## config.mk

```make
export PLATFORM = sky130hd
export DESIGN_NAME = multicycle_control
export DESIGN_NICKNAME = d
export VERILOG_FILES = /design/src/rtl/multicycle_control.sv
export SDC_FILE = /design/constraint.sdc
export NUM_CORES = 1
export LEC_CHECK = 0
export BUFFER_PORTS_ARGS = -buffer_cell sky130_fd_sc_hd__buf_2
export CORE_MARGIN = 3
export CORE_UTILIZATION = 40
export CTS_BUF_LIST = sky130_fd_sc_hd__clkbuf_16
export DETAILED_ROUTE_END_ITERATION = 16
export HOLD_SLACK_MARGIN = 0.1
export PLACE_DENSITY = 0.76
export SLEW_MARGIN = 20
export SYNTH_ARGS = -nofsm -noshare
export SYNTH_HDL_FRONTEND = slang
export SYNTH_SLANG_ARGS = --single-unit
```

## constraint.sdc

```tcl
create_clock -name CLK -period 1.45 [get_ports CLK]
set_input_delay 0.0725 -clock CLK [delete_from_list [all_inputs] [get_ports CLK]]
set_output_delay 0.0725 -clock CLK [all_outputs]
set_load 0.1 [all_outputs]
```

## src/rtl/multicycle_control.sv

```systemverilog
// Multicycle RISC-V control unit: a registered-state FSM that sequences
// fetch, decode, memory, ALU, branch and jump steps and drives datapath selects.
module multicycle_control (
  input  logic       CLK,
  input  logic       RESET,
  input  logic [6:0] op,
  input  logic [2:0] f3,
  input  logic       f7_5,
  input  logic       ZERO,
  input  logic       MEM_READY,
  output logic       PC_WRITE,
  output logic       ADR_SRC,
  output logic       MEM_WRITE,
  output logic       IR_WRITE,
  output logic       REG_WRITE,
  output logic [1:0] RES_SRC,
  output logic [1:0] ALU_SRC_A,
  output logic [1:0] ALU_SRC_B,
  output logic [2:0] IMM_SRC,
  output logic [3:0] ALU_CONTROL,
  output logic       ILLEGAL,
  output logic [3:0] STATE
);

  typedef enum logic [3:0] {
    FETCH    = 4'd0,
    DECODE   = 4'd1,
    MEMADR   = 4'd2,
    MEMREAD  = 4'd3,
    MEMWB    = 4'd4,
    MEMWRITE = 4'd5,
    EXECR    = 4'd6,
    EXECI    = 4'd7,
    ALUWB    = 4'd8,
    BRANCH   = 4'd9,
    JAL      = 4'd10,
    JALR     = 4'd11,
    LUI      = 4'd12,
    TRAP     = 4'd13
  } state_t;

  localparam logic [3:0] ALU_ADD  = 4'b0000;
  localparam logic [3:0] ALU_SUB  = 4'b0001;
  localparam logic [3:0] ALU_AND  = 4'b0010;
  localparam logic [3:0] ALU_OR   = 4'b0011;
  localparam logic [3:0] ALU_XOR  = 4'b0100;
  localparam logic [3:0] ALU_SLT  = 4'b0101;
  localparam logic [3:0] ALU_SLTU = 4'b0110;
  localparam logic [3:0] ALU_SLL  = 4'b0111;
  localparam logic [3:0] ALU_SRL  = 4'b1000;
  localparam logic [3:0] ALU_SRA  = 4'b1001;

  state_t     state_q;
  state_t     state_d;
  logic       illegal_q;
  logic       pc_w;
  logic       mem_w;
  logic       ir_w;
  logic       reg_w;
  logic [3:0] alu_dec;

  // State and sticky illegal flag; the flag rises together with TRAP entry.
  always_ff @(posedge CLK) begin
    if (RESET) begin
      state_q   <= FETCH;
      illegal_q <= 1'b0;
    end else begin
      state_q <= state_d;
      if (state_d == TRAP)
        illegal_q <= 1'b1;
    end
  end

  // ALU operation for R/I-type; op[5] separates register SUB from ADDI.
  always_comb begin
    alu_dec = ALU_ADD;
    unique case (f3)
      3'b000: alu_dec = (op[5] && f7_5) ? ALU_SUB : ALU_ADD;
      3'b001: alu_dec = ALU_SLL;
      3'b010: alu_dec = ALU_SLT;
      3'b011: alu_dec = ALU_SLTU;
      3'b100: alu_dec = ALU_XOR;
      3'b101: alu_dec = f7_5 ? ALU_SRA : ALU_SRL;
      3'b110: alu_dec = ALU_OR;
      3'b111: alu_dec = ALU_AND;
    endcase
  end

  // Next state and per-state datapath controls; everything unlisted stays 0.
  always_comb begin
    state_d     = state_q;
    pc_w        = 1'b0;
    mem_w       = 1'b0;
    ir_w        = 1'b0;
    reg_w       = 1'b0;
    ADR_SRC     = 1'b0;
    RES_SRC     = 2'b00;
    ALU_SRC_A   = 2'b00;
    ALU_SRC_B   = 2'b00;
    IMM_SRC     = 3'b000;
    ALU_CONTROL = ALU_ADD;
    case (state_q)
      FETCH: begin
        ALU_SRC_B = 2'b10;
        RES_SRC   = 2'b10;
        if (MEM_READY) begin
          ir_w    = 1'b1;
          pc_w    = 1'b1;
          state_d = DECODE;
        end
      end
      DECODE: begin
        ALU_SRC_A = 2'b01;
        ALU_SRC_B = 2'b01;
        IMM_SRC   = 3'b010;
        case (op)
          7'b0000011: state_d = MEMADR;
          7'b0100011: state_d = MEMADR;
          7'b0110011: state_d = EXECR;
          7'b0010011: state_d = EXECI;
          7'b1100011: state_d = BRANCH;
          7'b1101111: state_d = JAL;
          7'b1100111: state_d = JALR;
          7'b0110111: state_d = LUI;
          default:    state_d = TRAP;
        endcase
      end
      MEMADR: begin
        ALU_SRC_A = 2'b10;
        ALU_SRC_B = 2'b01;
        IMM_SRC   = op[5] ? 3'b001 : 3'b000;
        state_d   = op[5] ? MEMWRITE : MEMREAD;
      end
      MEMREAD: begin
        ADR_SRC = 1'b1;
        if (MEM_READY)
          state_d = MEMWB;
      end
      MEMWB: begin
        RES_SRC = 2'b01;
        reg_w   = 1'b1;
        state_d = FETCH;
      end
      MEMWRITE: begin
        ADR_SRC = 1'b1;
        mem_w   = 1'b1;
        if (MEM_READY)
          state_d = FETCH;
      end
      EXECR: begin
        ALU_SRC_A   = 2'b10;
        ALU_CONTROL = alu_dec;
        state_d     = ALUWB;
      end
      EXECI: begin
        ALU_SRC_A   = 2'b10;
        ALU_SRC_B   = 2'b01;
        ALU_CONTROL = alu_dec;
        state_d     = ALUWB;
      end
      ALUWB: begin
        reg_w   = 1'b1;
        state_d = FETCH;
      end
      BRANCH: begin
        ALU_SRC_A   = 2'b10;
        ALU_CONTROL = ALU_SUB;
        state_d     = FETCH;
        if (f3 == 3'b000)
          pc_w = ZERO;
        else if (f3 == 3'b001)
          pc_w = !ZERO;
        else
          state_d = TRAP;
      end
      JAL: begin
        ALU_SRC_A = 2'b01;
        ALU_SRC_B = 2'b10;
        pc_w      = 1'b1;
        state_d   = ALUWB;
      end
      JALR: begin
        ALU_SRC_A = 2'b10;
        ALU_SRC_B = 2'b01;
        RES_SRC   = 2'b10;
        pc_w      = 1'b1;
        state_d   = JAL;
      end
      LUI: begin
        ALU_SRC_A = 2'b10;
        ALU_SRC_B = 2'b01;
        IMM_SRC   = 3'b100;
        state_d   = ALUWB;
      end
      TRAP: state_d = TRAP;
      default: state_d = FETCH;
    endcase
  end

  assign PC_WRITE  = pc_w  & ~RESET;
  assign MEM_WRITE = mem_w & ~RESET;
  assign IR_WRITE  = ir_w  & ~RESET;
  assign REG_WRITE = reg_w & ~RESET;
  assign ILLEGAL   = illegal_q;
  assign STATE     = state_q;

endmodule

```

==> flow_metrics.py, run 1 <==
metrics = {
    "logic_synthesis": {
        "synth.distinct_cells": 42,
        "synth_edf_count": 0,
        "synth_simple_gate_area_share": 0.403,
        "synth_seq_area_share": 0.135,
        "netlist_area_sq_um": 739,
        "synth_xor_area_frac": 0.0474,
        "synth_mux_area_frac": 0.0135,
        "synth_compound_area_frac": 0.296,
        "synth.area.top_cells": "dfxtp_1 (14%), nor3_1 (8.8%), nor2_1 (6.1%)",
        "synth_seq_cells": 5,
        "yosys_warnings": 0,
        "synth_area_per_cell_sq_um": 6.43,
        "syn_inst": 115,
        "synth_top_family_by_area": "simple AND/OR/NAND/NOR gates",
        "synth_fa_ha_area_frac": 0,
        "ys_async_sr_fraction": 0,
        "synth.net_count": 130,
        "ys.flop_type": "dfxtp_1",
        "yosys.area.top_type": "dfxtp_1",
        "netlist.area_leader.share": 0.135,
    },
    "floorplanning": {
        "die_h_um": 49.0,
        "start_util": 0.459,
        "die_w_um": 49.0,
        "ios": 38,
        "rows": 14,
    },
    "placed_design": {
        "buffer_ports.inserted": 37,
        "hpwl_mm": 3.15,
        "gp_congestion": 0.946,
    },
    "run_status": {
        "haltStage": "detailed placement",
        "error": "[ERROR DPL-0033] detailed placement checks failed during check placement.",
        "status": "did not finish",
    },
}
## metrics by stage
| step | std cells | TNS, ps | hold WS [ps] |
|---|---|---|---|
| after floorplan | 115 | -5140 | 249 |
| after global placement | 182 | 0 | 442 |
## synthesized netlist by cell type, types with 2 or more instances
| library cell | count |
|---|---|
| nand2_1 | 11 |
| a221oi_1 | 2 |
| clkbuf_1 | 3 |
| inv_1 | 6 |
| and3_1 | 3 |
| o31ai_1 | 3 |
| xor2_1 | 2 |
| o21ai_0 | 8 |
| nor2_1 | 12 |
| dfxtp_1 | 5 |
| a21oi_1 | 7 |
| nand3_1 | 3 |
| nor4_1 | 2 |
| xnor2_1 | 2 |
| a31oi_1 | 3 |
| nor2b_1 | 3 |
| nor3_1 | 13 |
| buf_2 | 3 |
## cells by family after synthesis
kind of cell / after synthesis
mux: 1
buf+inv: 16
simple gates: 57
xor+xnor: 4
flops: 5
compound gates: 32
==> inputs of run 2 (changes only) <==
--- a/config.mk
+++ b/config.mk
@@ -6,12 +6,10 @@
 export NUM_CORES = 1
 export LEC_CHECK = 0
 export BUFFER_PORTS_ARGS = -buffer_cell sky130_fd_sc_hd__buf_2
-export CORE_MARGIN = 3
-export CORE_UTILIZATION = 40
-export CTS_BUF_LIST = sky130_fd_sc_hd__clkbuf_16
+export CORE_AREA = 3 3 64 66
 export DETAILED_ROUTE_END_ITERATION = 16
-export HOLD_SLACK_MARGIN = 0.1
-export PLACE_DENSITY = 0.76
+export DIE_AREA = 0 0 67 69
+export PLACE_DENSITY_LB_ADDON = 0.15
 export SLEW_MARGIN = 20
 export SYNTH_ARGS = -nofsm -noshare
 export SYNTH_HDL_FRONTEND = slang
==> constraint.sdc (replaced) <==
create_clock -name CLK -period 1.89 [get_ports CLK]
set_input_delay 0.0945 -clock CLK [delete_from_list [all_inputs] [get_ports CLK]]
set_output_delay 0.0945 -clock CLK [all_outputs]
set_load 0.1 [all_outputs]
==> run 2 against run 1 <==
- the run now ends clean
- synthesized area did not move
- synthesized cell count did not move
==> flow_metrics.py, run 2 <==
metrics = {
    "power_and_ir_drop": {
        "p_per_area_nw_per_um2": 1660,
        "max-vdd-ir-drop_v": 0.000548,
        "power.leakage_uw": 0.000560,
    },
    "final_layout": {
        "fin_nets": 166,
        "fin_cells": 198,
        "layout_common_cells": "buf_2 (30), nor2_1 (9), nand2_1 (8)",
        "area_growth_pct": 79.7,
        "drive_above_1_share": 0.500,
        "largest_reg_flops": 4,
        "fill_cells": 387,
        "final_common_cell": "buf_2",
        "n_antenna_cell": 0,
    },
    "route": {
        "dr_wl_met2_mm": 1.36,
        "vias": 987,
        "via_per_inst": 4.98,
        "firstDrtPassIters": 4,
        "first_iter_violations": 34,
        "drc": 0,
        "detail_route.wl_per_cell_um": 13.0,
        "dr_wl_met3_um": 101,
        "ant_nets": 0,
        "routed_wl_mm": 2.58,
        "top_layer": "met4",
        "drt-met1-wl_mm": 1.11,
    },
    "worst_hold_path": {
        "min_from": "RESET",
        "hold_depth": 3,
        "hold_path.class": "input port to flop",
        "min_to": "ILLEGAL",
    },
    "cts": {
        "clock_latency_ps": 220,
        "cts_root_buf": "clkbuf_8",
        "clock_sinks": 5,
        "cts_tree": "yes",
        "cts_buffers": 3,
        "holdBufCountCts": 0,
        "htree_levels": 1,
        "postCtsSetupBuffers": 0,
        "clk_path_buf_depth": 2,
        "path_clk_slew_ps": 40,
    },
    "logic_synthesis": {
        "synth_mux_area_frac": 0.0135,
        "synth.net_count": 130,
        "synth_commonest_cells": "nor3_1 (13), nor2_1 (12), nand2_1 (11), o21ai_0 (8), a21oi_1 (7)",
        "ys.flop_type": "dfxtp_1",
        "synth_area_per_cell_sq_um": 6.43,
        "netlist.area_leader.share": 0.135,
        "syn_inst": 115,
        "ys_async_sr_fraction": 0,
        "synth_seq_area_share": 0.135,
        "synth.area.top_cells": "dfxtp_1 (14%), nor3_1 (8.8%), nor2_1 (6.1%)",
        "synth_xor_area_frac": 0.0474,
        "synth_compound_area_frac": 0.296,
        "yosys.area.top_type": "dfxtp_1",
        "synth_top_family_by_area": "simple AND/OR/NAND/NOR gates",
        "synth_simple_gate_area_share": 0.403,
        "synth_fa_ha_area_frac": 0,
        "yosys_warnings": 0,
        "netlist_area_sq_um": 739,
        "synth_seq_cells": 5,
        "synth.distinct_cells": 42,
        "synth_most_common_cell": "nor3_1",
        "synth_edf_count": 0,
    },
    "floorplanning": {
        "start_util": 0.204,
        "core-area_sq_um": 3630,
        "rows": 22,
        "die_area_sq_um": 4620,
        "ios": 38,
        "die_h_um": 69,
        "die_w_um": 67,
    },
    "global_route": {
        "grt_start_max_net_pins": 23,
        "grt_pass1_wl_mm": 4.57,
        "grt-ovfl-total": 0,
        "grt_use_total": 0.123,
        "first_global_vias": 968,
        "antenna_found_initial": 0,
    },
    "critical_path": {
        "rr_endpoint": "ILLEGAL",
        "r2r_start": "STATE[2]",
        "worstPathArrival_ps": 1690,
        "cp.required_ps": 1800,
        "cp_max_fo": 22,
        "rrSetupSlack_ps": 260,
        "end_kind": "primary output",
        "reg2reg_depth": 5,
        "crit_type": "flop to primary output",
        "worst_setup_path_start_kind": "flop",
    },
    "sta": {
        "fmax_ghz": 0.559,
        "hold_violations": 0,
        "finClkSkew_ps": 0.464,
        "finalMaxSlewViolations": 0,
        "fin_hold_ws_ps": 326,
        "setup_viol": 0,
        "worst_pin_slew_ps": 496,
        "setup_slack_ps": 102,
        "rsz0062_at_grt": "false",
        "finalCritPeriodShare": 0.946,
        "finalWorstPathRequiredPeriod_ps": 1790,
        "slew_headroom": 0.672,
    },
    "placed_design": {
        "hpwl_mm": 2.07,
        "buffer_ports.inserted": 37,
        "gp_congestion": 0.774,
        "place_inst": 194,
        "pre_cts_ws_ps": 232,
    },
    "flow_run": {
        "cap_violations": 0,
    },
    "run_status": {
        "status": "completed",
    },
}
## run 2: cell counts after synthesis
Identical to the previous run, type by type.
## run 2: worst max path at each step
stage             start              to  slack (ps)
6_report       STATE[1]         ADR_SRC         100
5_1_grt        STATE[1]         ADR_SRC          20
4_1_cts        STATE[1]  ALU_CONTROL[3]          20
3_5_place_dp   STATE[2]         ILLEGAL         230
3_3_place_gp   STATE[1]  ALU_CONTROL[3]         260
2_1_floorplan  STATE[3]        IR_WRITE         -80
## run 2: area by class of cell
type | instances | area, sq um | share of cell area
clock buffer | 4 | 45.0 | 0.0339
inverter | 7 | 28.8 | 0.0217
multi-input combinational | 94 | 767 | 0.577
sequential | 5 | 115 | 0.0866
tap | 48 | 60.1 | 0.0452
timing repair buffer | 40 | 313 | 0.235
## run 2: kinds of logic (layout without fill, tap and decap cells)
logic type                count (synthesis)  after routing
and+or+nand+nor                          57             57
xor gates and xnor gates                  4              4
muxes                                     1              1
DFF                                       5              5
AOI/OAI and AO/OA                        32             32
buffers and inverters                    16             51
## run 2: layer usage
| metal | vias up | GRT usage |
|---|---|---|
| met5 | - | 0 |
| met4 | 0 | 0.0495 |
| met3 | 2 | 0.0244 |
| met2 | 21 | 0.201 |
| met1 | 471 | 0.153 |
| li1 | 493 | - |
## run 2: timing repair
action / 4_1_cts / 5_1_grt
gates resized for setup: 0 / 3
endpoints found under the setup margin: 0 / 4
hold endpoints to repair: 0 / 0
## run 2: critical path, cell delays in order, from the launching register on
cell and delay [ps]:
dfxtp_4 490, buf_4 240, xnor2_2 100, nor3_4 180, buf_2 440
## run 2: power by group
group | internal (uW) | total, uW | switching [uW]
logic | 402 | 1700 | 1300
clock network | 145 | 199 | 54.1
registers | 145 | 304 | 159
total | 691 | 2200 | 1510
## run 2: stage by stage
stage | TNS [ps] | instance area (sq um) | power (uW) | utilization
6_report | 0 | 1330 | 2200 | 0.366
3_5_place_dp | 0 | 1270 | 2010 | 0.349
2_1_floorplan | -319 | 1010 | 1780 | -
5_1_grt | 0 | 1330 | 2320 | 0.366
3_3_place_gp | 0 | 1270 | 2010 | 0.349
4_1_cts | 0 | 1310 | 2210 | 0.362
No activity file was read; power rests on OpenSTA's default activity.
